===== src/rtl/pool_pkg.sv =====
// Shared constants, state encoding and tap-offset helper for the pooling-1 read path.
package pool_pkg;

    localparam int IMG_W  = 24;
    localparam int POOL_W = IMG_W / 2;
    localparam int N_WIN  = (IMG_W / 2) * (IMG_W / 4);

    typedef enum logic [2:0] {
        IDLE  = 3'd0,
        ISSUE = 3'd1,
        DRAIN = 3'd2,
        WIN   = 3'd3,
        FIN   = 3'd4
    } c1rd_state_t;

    // Offset of a 2x2 window tap from its top-left base address.
    function automatic int unsigned tap_off(input logic [1:0] tap, input int unsigned img_w);
        case (tap)
            2'd0:    return 32'd0;
            2'd1:    return 32'd1;
            2'd2:    return img_w;
            2'd3:    return img_w + 32'd1;
            default: return 32'd0;
        endcase
    endfunction

endpackage


===== src/rtl/c1_tap_pipe.sv =====
// Delays the tap issue strobe and tap number by the conv-1 memory read latency.
module c1_tap_pipe #(
    parameter int LAT = 1
) (
    input  logic       clk,
    input  logic       rst,
    input  logic       valid_i,
    input  logic [1:0] idx_i,
    output logic       valid_o,
    output logic [1:0] idx_o
);

    logic [2:0] pipe_q [LAT];

    // Shift register of {valid, idx}; keeps moving regardless of enable so in-flight taps drain.
    always_ff @(posedge clk or posedge rst) begin
        if (rst) begin
            for (int i = 0; i < LAT; i++) begin
                pipe_q[i] <= 3'd0;
            end
        end else begin
            pipe_q[0] <= {valid_i, idx_i};
            for (int i = 1; i < LAT; i++) begin
                pipe_q[i] <= pipe_q[i-1];
            end
        end
    end

    assign {valid_o, idx_o} = pipe_q[LAT-1];

endmodule


===== src/rtl/c1_pool_read.sv =====
// Walks the 24x24 conv-1 map in 2x2 windows on two lanes (top/bottom half) and
// hands each completed window to the pooling max unit.
module c1_pool_read
    import pool_pkg::*;
#(
    parameter int ADDR_W  = 10,
    parameter int MEM_LAT = 1
) (
    input  logic              clk,
    input  logic              reset,
    input  logic              enable,
    output logic [ADDR_W-1:0] rd_addr0,
    output logic [ADDR_W-1:0] rd_addr1,
    output logic              tap_valid,
    output logic [1:0]        tap_idx,
    output logic              win_valid,
    input  logic              win_ready,
    output logic              done
);

    localparam int          HALF     = IMG_W * IMG_W / 2;
    localparam int          WIN_W    = $clog2(N_WIN);
    localparam logic [1:0]  LAT_LAST = 2'(MEM_LAT - 1);

    c1rd_state_t       state_q;
    logic [1:0]        tap_q;
    logic [1:0]        lat_q;
    logic [3:0]        pc_q;
    logic [WIN_W-1:0]  win_q;
    logic [ADDR_W-1:0] base0_q, base1_q, base0_d, base1_d;
    logic [ADDR_W-1:0] addr0_q, addr1_q;
    logic              win_valid_q, done_q;
    logic [ADDR_W-1:0] step_s, next_off_s;
    logic              issue_s;

    // Base stride: next column pair, or skip the odd row at the end of a pool row.
    always_comb begin
        step_s = ADDR_W'(2);
        if (pc_q == 4'(POOL_W - 1)) begin
            step_s = ADDR_W'(IMG_W + 2);
        end else begin
            step_s = ADDR_W'(2);
        end
    end

    assign base0_d    = base0_q + step_s;
    assign base1_d    = base1_q + step_s;
    assign next_off_s = ADDR_W'(tap_off(tap_q + 2'd1, IMG_W));
    assign issue_s    = (state_q == ISSUE) && enable;

    // Window FSM with counters, bases and registered addresses/handshake outputs.
    always_ff @(posedge clk or posedge reset) begin
        if (reset) begin
            state_q     <= IDLE;
            tap_q       <= 2'd0;
            lat_q       <= 2'd0;
            pc_q        <= 4'd0;
            win_q       <= '0;
            base0_q     <= '0;
            base1_q     <= ADDR_W'(HALF);
            addr0_q     <= '0;
            addr1_q     <= ADDR_W'(HALF);
            win_valid_q <= 1'b0;
            done_q      <= 1'b0;
        end else begin
            case (state_q)
                IDLE: begin
                    if (enable && !done_q) begin
                        state_q <= ISSUE;
                    end
                end
                ISSUE: begin
                    if (enable) begin
                        if (tap_q == 2'd3) begin
                            state_q <= DRAIN;
                            lat_q   <= 2'd0;
                        end else begin
                            tap_q   <= tap_q + 2'd1;
                            addr0_q <= base0_q + next_off_s;
                            addr1_q <= base1_q + next_off_s;
                        end
                    end
                end
                DRAIN: begin
                    if (lat_q == LAT_LAST) begin
                        state_q     <= WIN;
                        win_valid_q <= 1'b1;
                    end else begin
                        lat_q <= lat_q + 2'd1;
                    end
                end
                WIN: begin
                    if (win_ready) begin
                        win_valid_q <= 1'b0;
                        if (win_q == WIN_W'(N_WIN - 1)) begin
                            state_q <= FIN;
                            done_q  <= 1'b1;
                        end else begin
                            state_q <= ISSUE;
                            win_q   <= win_q + 1'b1;
                            tap_q   <= 2'd0;
                            pc_q    <= (pc_q == 4'(POOL_W - 1)) ? 4'd0 : pc_q + 4'd1;
                            base0_q <= base0_d;
                            base1_q <= base1_d;
                            addr0_q <= base0_d;
                            addr1_q <= base1_d;
                        end
                    end
                end
                FIN: begin
                    done_q <= 1'b1;
                end
                default: begin
                    state_q <= IDLE;
                end
            endcase
        end
    end

    c1_tap_pipe #(
        .LAT(MEM_LAT)
    ) u_tap_pipe (
        .clk    (clk),
        .rst    (reset),
        .valid_i(issue_s),
        .idx_i  (tap_q),
        .valid_o(tap_valid),
        .idx_o  (tap_idx)
    );

    assign rd_addr0  = addr0_q;
    assign rd_addr1  = addr1_q;
    assign win_valid = win_valid_q;
    assign done      = done_q;

endmodule

===== config.mk =====
export PLATFORM = sky130hd
export DESIGN_NAME = c1_pool_read
export DESIGN_NICKNAME = d
export VERILOG_FILES = /design/src/rtl/pool_pkg.sv /design/src/rtl/c1_tap_pipe.sv /design/src/rtl/c1_pool_read.sv
export SDC_FILE = /design/constraint.sdc
export NUM_CORES = 1
export LEC_CHECK = 0
export BUFFER_PORTS_ARGS = -buffer_cell sky130_fd_sc_hd__buf_2
export CORE_MARGIN = 4
export CORE_UTILIZATION = 50
export CTS_CLUSTER_SIZE = 16
export DETAILED_ROUTE_END_ITERATION = 12
export HOLD_SLACK_MARGIN = 0.03
export MAX_ROUTING_LAYER = met4
export PLACE_DENSITY_LB_ADDON = 0.05
export SYNTH_ARGS = -nofsm -noshare
export SYNTH_HDL_FRONTEND = slang
export SYNTH_SLANG_ARGS = --single-unit
export TNS_END_PERCENT = 50

===== constraint.sdc =====
create_clock -name clk -period 3.3 [get_ports clk]
set_input_delay 0.165 -clock clk [delete_from_list [all_inputs] [get_ports clk]]
set_output_delay 0.165 -clock clk [all_outputs]
set_load 0.005 [all_outputs]

==> flow_summary.json, run 1 <==
{
  "drcViolationCount": 0,
  "status": "complete, no violations",
  "area_growth_pct": 11.16,
  "synth_area_um2": 3307,
  "clock_latency_ns": 0.33,
  "worstPathCellList": "nand4b_1 -> o21ba_1 -> buf_4 -> and3_2 -> xor2_1",
  "slowest_stage": "o21ba_1",
  "critPathRequiredTime_ns": 3.55,
  "synthDominantCellAreaShare": 0.4162,
  "grt_start_max_net_pins": 48,
  "critPathArrivalTime_ns": 2.62,
  "crit_path_max_fanout": 16,
  "grt_pass1_vias": 2466,
  "num_rows": 29,
  "ys_warn_count": 0,
  "utilization": 0.5756,
  "nets": 380,
  "drt_iter0_markers": 74,
  "final_area_um2": 3676,
  "power_density_nw_per_um2": 389.5,
  "place.gp.congestion": 0.8744,
  "max_slew_margin": 0.3278,
  "finalCriticalPeriod_ns": 2.369,
  "vias": 2451,
  "yosysSeqAreaShare": 0.4480,
  "yosys.area.top_type": "dfrtp_1",
  "postCtsSetupBuffers": 0,
  "synthTopCellsByArea": "dfrtp_1 (42%), xnor2_1 (6.4%), nand2_1 (5.6%)",
  "cts_root_buffer": "clkbuf_8",
  "clock_skew_ns": 0.01045,
  "fmax_mhz": 422.1,
  "synth_common_cells": "dfrtp_1 (55), nand2_1 (49), nor2_1 (28), xnor2_1 (24), a21oi_1 (23)",
  "tns_ns": 0,
  "end_kind": "register",
  "tightest_slew_ns": 1.007,
  "async_flop_share": 1.000,
  "cp_slowest_stage_delay_ns": 0.87,
  "cp_top_family": "compound AO/OA/AOI/OAI gates",
  "synth-edff-count": 0,
  "die_w_um": 89.33,
  "drt-pass1-iter-count": 4,
  "wirelength_mm": 6.946,
  "globalRouteOverflowTotal": 0,
  "regToRegEndpoint": "base1_q[9]",
  "hpwl_mm": 4.745,
  "htreeDepth": 3,
  "post-synth-top-count-cell": "dfrtp_1",
  "dp_cells": 430,
  "fp.dieH_um": 89.33,
  "cts_resized": 0,
  "hold_buffers": 0,
  "cts.sink_count": 59,
  "max-vdd-ir-drop_mv": 0.2432,
  "track_usage": 0.2025,
  "ys_ff_latch": 59,
  "drive_above_1_share": 0.1978,
  "ios": 29,
  "design.core.area_um2": 6386,
  "hold_viol": 0,
  "grt_pass1_wl_mm": 12.01,
  "post_drt_wl_per_cell_um": 15.57,
  "clk_pin_slew_ns": 0.07,
  "dieArea_um2": 7979,
  "via_per_inst": 5.496,
  "r2r-start": "state_q[1]",
  "p_leak_uw": 0.001773,
  "rsz0062_at_grt": "false",
  "syn_inst": 338,
  "syn_avg_cell_area_um2": 9.784,
  "worst-r2r-setup-slack_ns": 0.93,
  "fin_crit_sh": 0.7179,
  "antenna_found_initial": 0,
  "portBuffers": 28,
  "cp-start-kind": "register",
  "cts_buffer_depth": 2,
  "final_cells": 446,
  "path_class": "register to register",
  "diodes": 0,
  "syn_nets": 354,
  "synthFlopType": "dfrtp_1",
  "placed_area_um2": 3470,
  "drtAntennaViolNets": 0,
  "maxCapViolCount": 0,
  "cts_tree": "done",
  "crit_buf_inv": 1,
  "initial_core_util": 0.5178,
  "reg2regPathDepth": 5,
  "setup_viol_count_final": 0,
  "hp-class": "input port to async pin",
  "maxSlewViolCount": 0,
  "cts_buffers": 9,
  "ys_types": 62
}
cells by family (layout without fill, tap and decap cells):
kind of cell,after synthesis,in the layout,share of synthesized area
compound gates,82,82,0.1741
xor+xnor,38,38,0.1006
fa+ha+maj,12,12,0.04994
buf+inv,29,60,0.04729
flops,59,59,0.4480
mux,2,2,0.006432
simple gates,116,116,0.1737
final cells by class:
| class | instances | area [um^2] |
|---|---|---|
| fillers | 590 | 2710 |
| clock buffers | 15 | 176.4 |
| inverters | 10 | 37.54 |
| clock inverters | 1 | 30.03 |
| well taps | 77 | 96.34 |
| repair buffers | 34 | 185.2 |
| flip-flops and latches | 59 | 1481 |
| multi-input cells | 250 | 1669 |
worst max-delay path by stage:
stage                      startpoint     endpoint  slack [ns]  depth (start not counted)
after detailed placement   state_q[1]   base1_q[8]        0.96                          6
after floorplan           rd_addr0[0]  rd_addr1[7]        1.25                          8
after CTS                  state_q[1]   base1_q[9]        0.91                          5
after global routing       state_q[1]   base1_q[8]        0.59                          6
after global placement    rd_addr0[0]  rd_addr1[7]        1.02                          8
final                      state_q[1]   base1_q[9]        0.93                          5
where the power goes:
group	internal (uW)	switching, uW
Combinational	2.18	15.5
Sequential	723	0
Clock	412	278
Total	1140	294
state kept, by name, indices dropped and copies added (netlist names):
register and count:
state_q 3, done 1, u_tap_pipe.pipe_q 3, base1_q 9
rd_addr1 9, tap_q 1, lat_q 2, base0_q 9
pc_q 4, rd_addr0 10, win_q 7, win_valid 1
layer usage:
| layer | GRT usage | routed length [um] |
|---|---|---|
| met4 | 0.06631 | 95 |
| met5 | - | 0 |
| met2 | 0.3155 | 3177 |
| met3 | 0.03134 | 265 |
| met1 | 0.2707 | 3407 |
cells in the final DEF, fill, tap and decap left out, types with 2 or more instances in the layout:
cell,instances
a21oi_1,23
nand3b_1,2
xnor2_1,24
buf_2,28
o22ai_1,3
a211oi_2,2
nor2_1,28
nand4b_1,4
o21ai_2,2
o31ai_1,4
nor2b_1,2
buf_4,6
nor3_1,6
a21o_1,4
a221oi_2,2
clkbuf_1,3
and3b_1,2
or2_2,3
xor2_1,14
inv_1,9
o211ai_1,2
nand3_1,5
dfrtp_1,55
nand2_1,49
nor4_1,2
a31oi_1,6
nand2b_1,2
fa_1,2
clkbuf_8,12
dfstp_2,4
and3_1,2
nand4_1,2
ha_1,10
o21ai_0,17
through the flow:
| step | hold WS (ns) | total power, uW | setup WS [ns] |
|---|---|---|---|
| 2_1_floorplan | 0.3521 | 747.3 | 1.249 |
| 3_3_place_gp | 0.4140 | 755.8 | 1.023 |
| 3_5_place_dp | 0.4188 | 756.2 | 0.9552 |
| 4_1_cts | 0.1166 | 1450 | 0.9100 |
| 5_1_grt | 0.1662 | 1484 | 0.5921 |
| 6_report | 0.07569 | 1432 | 0.9310 |
Power figures use the tool's default switching activity.
==> inputs of run 2 (changes only) <==
==> constraint.sdc (replaced) <==
create_clock -name clk -period 2.5 [get_ports clk]
set_input_delay 0.125 -clock clk [delete_from_list [all_inputs] [get_ports clk]]
set_output_delay 0.125 -clock clk [all_outputs]
set_load 0.005 [all_outputs]
==> run 2 against run 1 <==
Power rose by 19%. Highest routed layer unchanged. Fmax rose by 7.6%. Utilization fell by 0.16 points.
==> flow_summary.json, run 2 (same netlist as run 1, synthesis figures left out) <==
{
  "track_usage": 0.1952,
  "htreeDepth": 3,
  "end_kind": "register",
  "cts.sink_count": 59,
  "nFillCells": 568,
  "drt-pass1-iter-count": 4,
  "power_density_nw_per_um2": 465.1,
  "fin_crit_sh": 0.8810,
  "seq_power_share": 0.560,
  "place.gp.congestion": 0.8058,
  "hpwl_mm": 4.598,
  "drcViolationCount": 0,
  "drive_above_1_share": 0.1968,
  "p_leak_uw": 0.001765,
  "status": "complete, no violations",
  "pwr-share-clk": 0.424,
  "hold_depth": 4,
  "combinationalPowerShare": 0.016,
  "grt_pass1_vias": 2420,
  "final_cell_mix": "dfrtp_1 (55), nand2_1 (49), nor2_1 (28), buf_2 (28), xnor2_1 (24)",
  "power.switching_uw": 388.0,
  "setup_viol_count_final": 0,
  "cp_top_family": "adder cells",
  "cp_slowest_stage_delay_ns": 0.43,
  "globalRouteOverflowTotal": 0,
  "crit_buf_inv": 0,
  "nets": 382,
  "clk_pin_slew_ns": 0.07,
  "layout_commonest_cell": "dfrtp_1",
  "multi_input_area_um2": 1669,
  "cp.depth": 8,
  "dp_cells": 431,
  "largest_reg_flops": 10,
  "cts_buffers": 9,
  "final_cells": 448,
  "wirelength_mm": 6.816,
  "max_slew_margin": 0.5795,
  "cp-start-kind": "register",
  "slowest_stage": "dfrtp_1",
  "hold_viol": 0,
  "fp.dieH_um": 89.33,
  "drtAntennaViolNets": 0,
  "die_w_um": 89.33,
  "crit_top_cell": "ha_1",
  "area_growth_pct": 10.86,
  "hold_ws_ns": 0.1163,
  "portBuffers": 28,
  "hp-class": "input port to register",
  "critPathArrivalTime_ns": 2.42,
  "tightest_slew_ns": 0.6299,
  "worstPathCellList": "ha_1 -> ha_1 -> fa_1 -> nand3_1 -> xor2_1 -> o22ai_1 -> a21oi_1 -> o21ai_0",
  "design.core.area_um2": 6386,
  "initial_core_util": 0.5178,
  "cts_resized": 0,
  "drt_iter0_markers": 142,
  "cts_root_buffer": "clkbuf_8",
  "swShare": 0.2276,
  "antenna_found_initial": 0,
  "ios": 29,
  "tns_ns": 0,
  "reg2regPathDepth": 8,
  "crit_path_max_fanout": 6,
  "p_int_uw": 1317,
  "maxCapViolCount": 0,
  "critPathRequiredTime_ns": 2.72,
  "vias": 2451,
  "via_per_inst": 5.471,
  "final_area_um2": 3666,
  "maxSlewViolCount": 0,
  "dieArea_um2": 7979,
  "placed_area_um2": 3502,
  "fmax_mhz": 454.0,
  "grt_pass1_wl_mm": 11.50,
  "cts_tree": "done",
  "cts_buffer_depth": 2,
  "path_class": "register to register",
  "diodes": 0,
  "clock_skew_ns": 0.006272,
  "rsz0062_at_grt": "false",
  "clock_latency_ns": 0.34,
  "finalCriticalPeriod_ns": 2.202,
  "grt_start_max_net_pins": 32,
  "post_drt_wl_per_cell_um": 15.21,
  "num_rows": 29,
  "register_area_um2": 1481,
  "max-vdd-ir-drop_mv": 0.3141
}
run 2: cell type report:
cell class              count  share of cell area
flip-flops and latches     59              0.4041
repair buffers             36             0.06212
clock buffers              13             0.03788
well taps                  77             0.02628
inverters                  10             0.01024
multi-input cells         250              0.4553
clock inverters             3            0.004096
run 2: worst reg2reg max path: cells and delay by family, from the launching register on:
kind                     cells  cell delay (ns)
AND/OR/NAND/NOR              1             0.12
AO/OA/AOI/OAI                3             0.27
XOR/XNOR                     1             0.15
flip-flops                   1             0.43
adder cells (fa/ha/maj)      3             1.11
run 2: through the flow:
step,worst slack [ns],util,total power [uW]
global route,0.1364,0.5741,1769
CTS,0.3028,0.5741,1723
global placement,0.3560,0.5484,999.7
detailed placement,0.3063,0.5484,999.8
floorplan,0.4492,-,986.4
finish,0.2976,0.5741,1705
run 2: power groups by stage:
stage | Clock (uW) | Sequential (uW) | Combinational [uW]
2_1_floorplan | 0 | 973 | 13.9
3_3_place_gp | 0 | 972 | 27.2
3_5_place_dp | 0 | 972 | 27.3
4_1_cts | 740 | 955 | 28.4
5_1_grt | 783 | 954 | 31.7
6_report | 723 | 955 | 26.6
run 2: path summary, 6_finish.rpt:
kind                                   endpoint  slack (ns)   startpoint
min                                  state_q[1]        0.12    win_ready
max                                 rd_addr1[7]        0.30  rd_addr0[0]
min in group asynchronous              win_q[4]        0.41        reset
max reg2reg                         rd_addr1[7]        0.30  rd_addr0[0]
max in group asynchronous              tap_q[1]        1.50        reset
min reg2reg                u_tap_pipe.pipe_q[1]        0.42     tap_q[1]
run 2: layer usage:
layer,part of all wire,up-vias,GRT usage
met2,0.44,39,0.2967
met5,0,-,-
met1,0.50,1170,0.2581
met3,0.033,11,0.03041
li1,-,1231,-
met4,0.020,0,0.08525
run 2: timing repair:
action / in CTS / in global routing
hold endpoints to repair: 24 / 0
setup buffers: 0 / 0
hold buffers: 1 / 0
==> inputs of run 3 (changes only) <==
--- a/config.mk
+++ b/config.mk
@@ -6,6 +6,7 @@
 export NUM_CORES = 1
 export LEC_CHECK = 0
 export BUFFER_PORTS_ARGS = -buffer_cell sky130_fd_sc_hd__buf_2
+export CORE_ASPECT_RATIO = 2
 export CORE_MARGIN = 4
 export CORE_UTILIZATION = 50
 export CTS_CLUSTER_SIZE = 16
@@ -13,6 +14,7 @@
 export HOLD_SLACK_MARGIN = 0.03
 export MAX_ROUTING_LAYER = met4
 export PLACE_DENSITY_LB_ADDON = 0.05
+export SETUP_SLACK_MARGIN = 0.4
 export SYNTH_ARGS = -nofsm -noshare
 export SYNTH_HDL_FRONTEND = slang
 export SYNTH_SLANG_ARGS = --single-unit
==> run 3 against run 2 <==
Register-to-register slack gained 0.13 ns. Power grew 31%. Clock-buffer cell count grew 2. Clock power grew 73%. Global-route usage grew 3.6 points. Sequential power is essentially flat. Clock skew shrank 0.0014 ns. First-iteration DRC count shrank 30%. Cell count grew 3.1%. Routed wire length grew 15%. Sequential cell count is the same. Setup slack gained 0.13 ns. Critical endpoint unchanged. Largest cell class unchanged.
==> flow_summary.json, run 3 (same netlist as run 1, synthesis figures left out) <==
{
  "dieArea_um2": 8058,
  "clock_skew_ns": 0.004913,
  "p_leak_uw": 0.001850,
  "hold_depth": 4,
  "setup_viol_count_final": 0,
  "cts_tree": "done",
  "end_kind": "register",
  "pre_cts_ws_ns": 0.2860,
  "wl_met1_mm": 2.923,
  "die_w_um": 65.51,
  "drcViolationCount": 0,
  "vias": 2546,
  "reg2regPathDepth": 8,
  "rsz0062_at_grt": "true",
  "initial_core_util": 0.5199,
  "path_class": "register to register",
  "via_per_inst": 5.511,
  "wirelength_mm": 7.812,
  "drt_iter0_markers": 100,
  "post_drt_wl_per_cell_um": 16.91,
  "grt_pass1_vias": 2638,
  "wl_met2_mm": 4.457,
  "top_layer_used": "met4",
  "cts_buffer_depth": 2,
  "drive_above_1_share": 0.2207,
  "hp-class": "input port to register",
  "cts_root_buffer": "clkbuf_16",
  "fin_crit_sh": 0.8283,
  "tightest_slew_ns": 0.5524,
  "utilization": 0.6090,
  "cts_buffers": 9,
  "fp.dieH_um": 123.0,
  "max-vdd-ir-drop_mv": 0.3870,
  "power_density_nw_per_um2": 577.3,
  "num_rows": 41,
  "ios": 29,
  "final_cell_mix": "dfrtp_1 (54), nand2_1 (48), nor2_1 (28), buf_2 (28), xnor2_1 (24)",
  "hold_ws_ns": 0.1422,
  "slowest_stage": "dfrtp_2",
  "nets": 387,
  "cts.sink_count": 59,
  "finalCriticalPeriod_ns": 2.071,
  "critPathArrivalTime_ns": 2.27,
  "crit_path_max_fanout": 6,
  "design.core.area_um2": 6361,
  "clock_latency_ns": 0.33,
  "maxSlewViolCount": 0,
  "track_usage": 0.2311,
  "globalRouteOverflowTotal": 0,
  "status": "complete, no violations",
  "critPathRequiredTime_ns": 2.70,
  "hold_viol": 0,
  "grt_start_max_net_pins": 23,
  "fmax_mhz": 482.9,
  "area_growth_pct": 17.14,
  "cp_slowest_stage_delay_ns": 0.44,
  "clk_pin_slew_ns": 0.05,
  "tns_ns": 0,
  "wl_met3_um": 203,
  "maxCapViolCount": 0,
  "drtAntennaViolNets": 0,
  "max_slew_margin": 0.6285,
  "portBuffers": 28,
  "grt_pass1_wl_mm": 13.28,
  "nFillCells": 595,
  "drt-pass1-iter-count": 4,
  "total_power_uw": 2236,
  "finalWorstSetupSlack_ns": 0.4292,
  "diodes": 0,
  "largest_reg_flops": 10,
  "htreeDepth": 3,
  "worstPathCellList": "ha_4 -> ha_1 -> fa_1 -> nand3_1 -> xor2_1 -> o22ai_1 -> a21oi_1 -> o21ai_0",
  "place.gp.congestion": 0.8657,
  "layout_commonest_cell": "dfrtp_1",
  "hpwl_mm": 5.907,
  "antenna_found_initial": 0,
  "cp-start-kind": "register"
}
==> run 3: worst paths after layout <==
check	startpoint	endpoint	slack, ns
setup / recovery	rd_addr0[0]	rd_addr1[7]	0.43
max in group asynchronous	reset	base1_q[5]	1.40
hold / removal	win_ready	win_valid	0.14
min in group asynchronous	reset	lat_q[1]	0.36
setup reg to reg	rd_addr0[0]	rd_addr1[7]	0.43
hold reg to reg	tap_q[1]	u_tap_pipe.pipe_q[1]	0.45
==> run 3: routing by layer <==
layer | track usage | vias to the layer above
met3 | 0.04545 | 16
met2 | 0.4178 | 44
met5 | - | -
met4 | 0.1143 | 0
met1 | 0.2310 | 1251
li1 | - | 1235
==> run 3: stage by stage <==
| stage | instance area [um^2] | std cells |
|---|---|---|
| after CTS | 3869 | 462 |
| final | 3874 | 462 |
| after global routing | 3874 | 462 |
| after floorplan | 3307 | 338 |
| after global placement | 3538 | 445 |
| after detailed placement | 3538 | 445 |
==> run 3: worst max-delay path, delay by kind of cell (launching register included) <==
family | cells | cell delay, ns
fa+ha+maj | 3 | 0.93
flops | 1 | 0.44
compound gates | 3 | 0.30
xor+xnor | 1 | 0.15
simple gates | 1 | 0.13
==> run 3: repair_timing <==
action	4_1_cts	5_1_grt
endpoints found under the setup margin	5	13
endpoints found under the hold margin	18	0
setup buffers	0	0
hold buffers	1	0
resized for setup	2	3
==> run 3: final cells by class <==
type                    count  area (um^2)  share of cell area
inverters                  10        37.54            0.009690
flip-flops and latches     59         1483              0.3828
clock inverters             1        30.03            0.007752
repair buffers             41        252.7             0.06525
clock buffers              15        277.8             0.07171
multi-input cells         250         1685              0.4351
well taps                  86        107.6             0.02778
==> run 3: power by group <==
part           leakage [uW]  switching (uW)  total [uW]  internal, uW
Sequential         0.000788               0         957           957
Combinational      0.000912            21.5        26.5          4.93
Clock              0.000150             400        1250           852
Total               0.00185             422        2240          1810
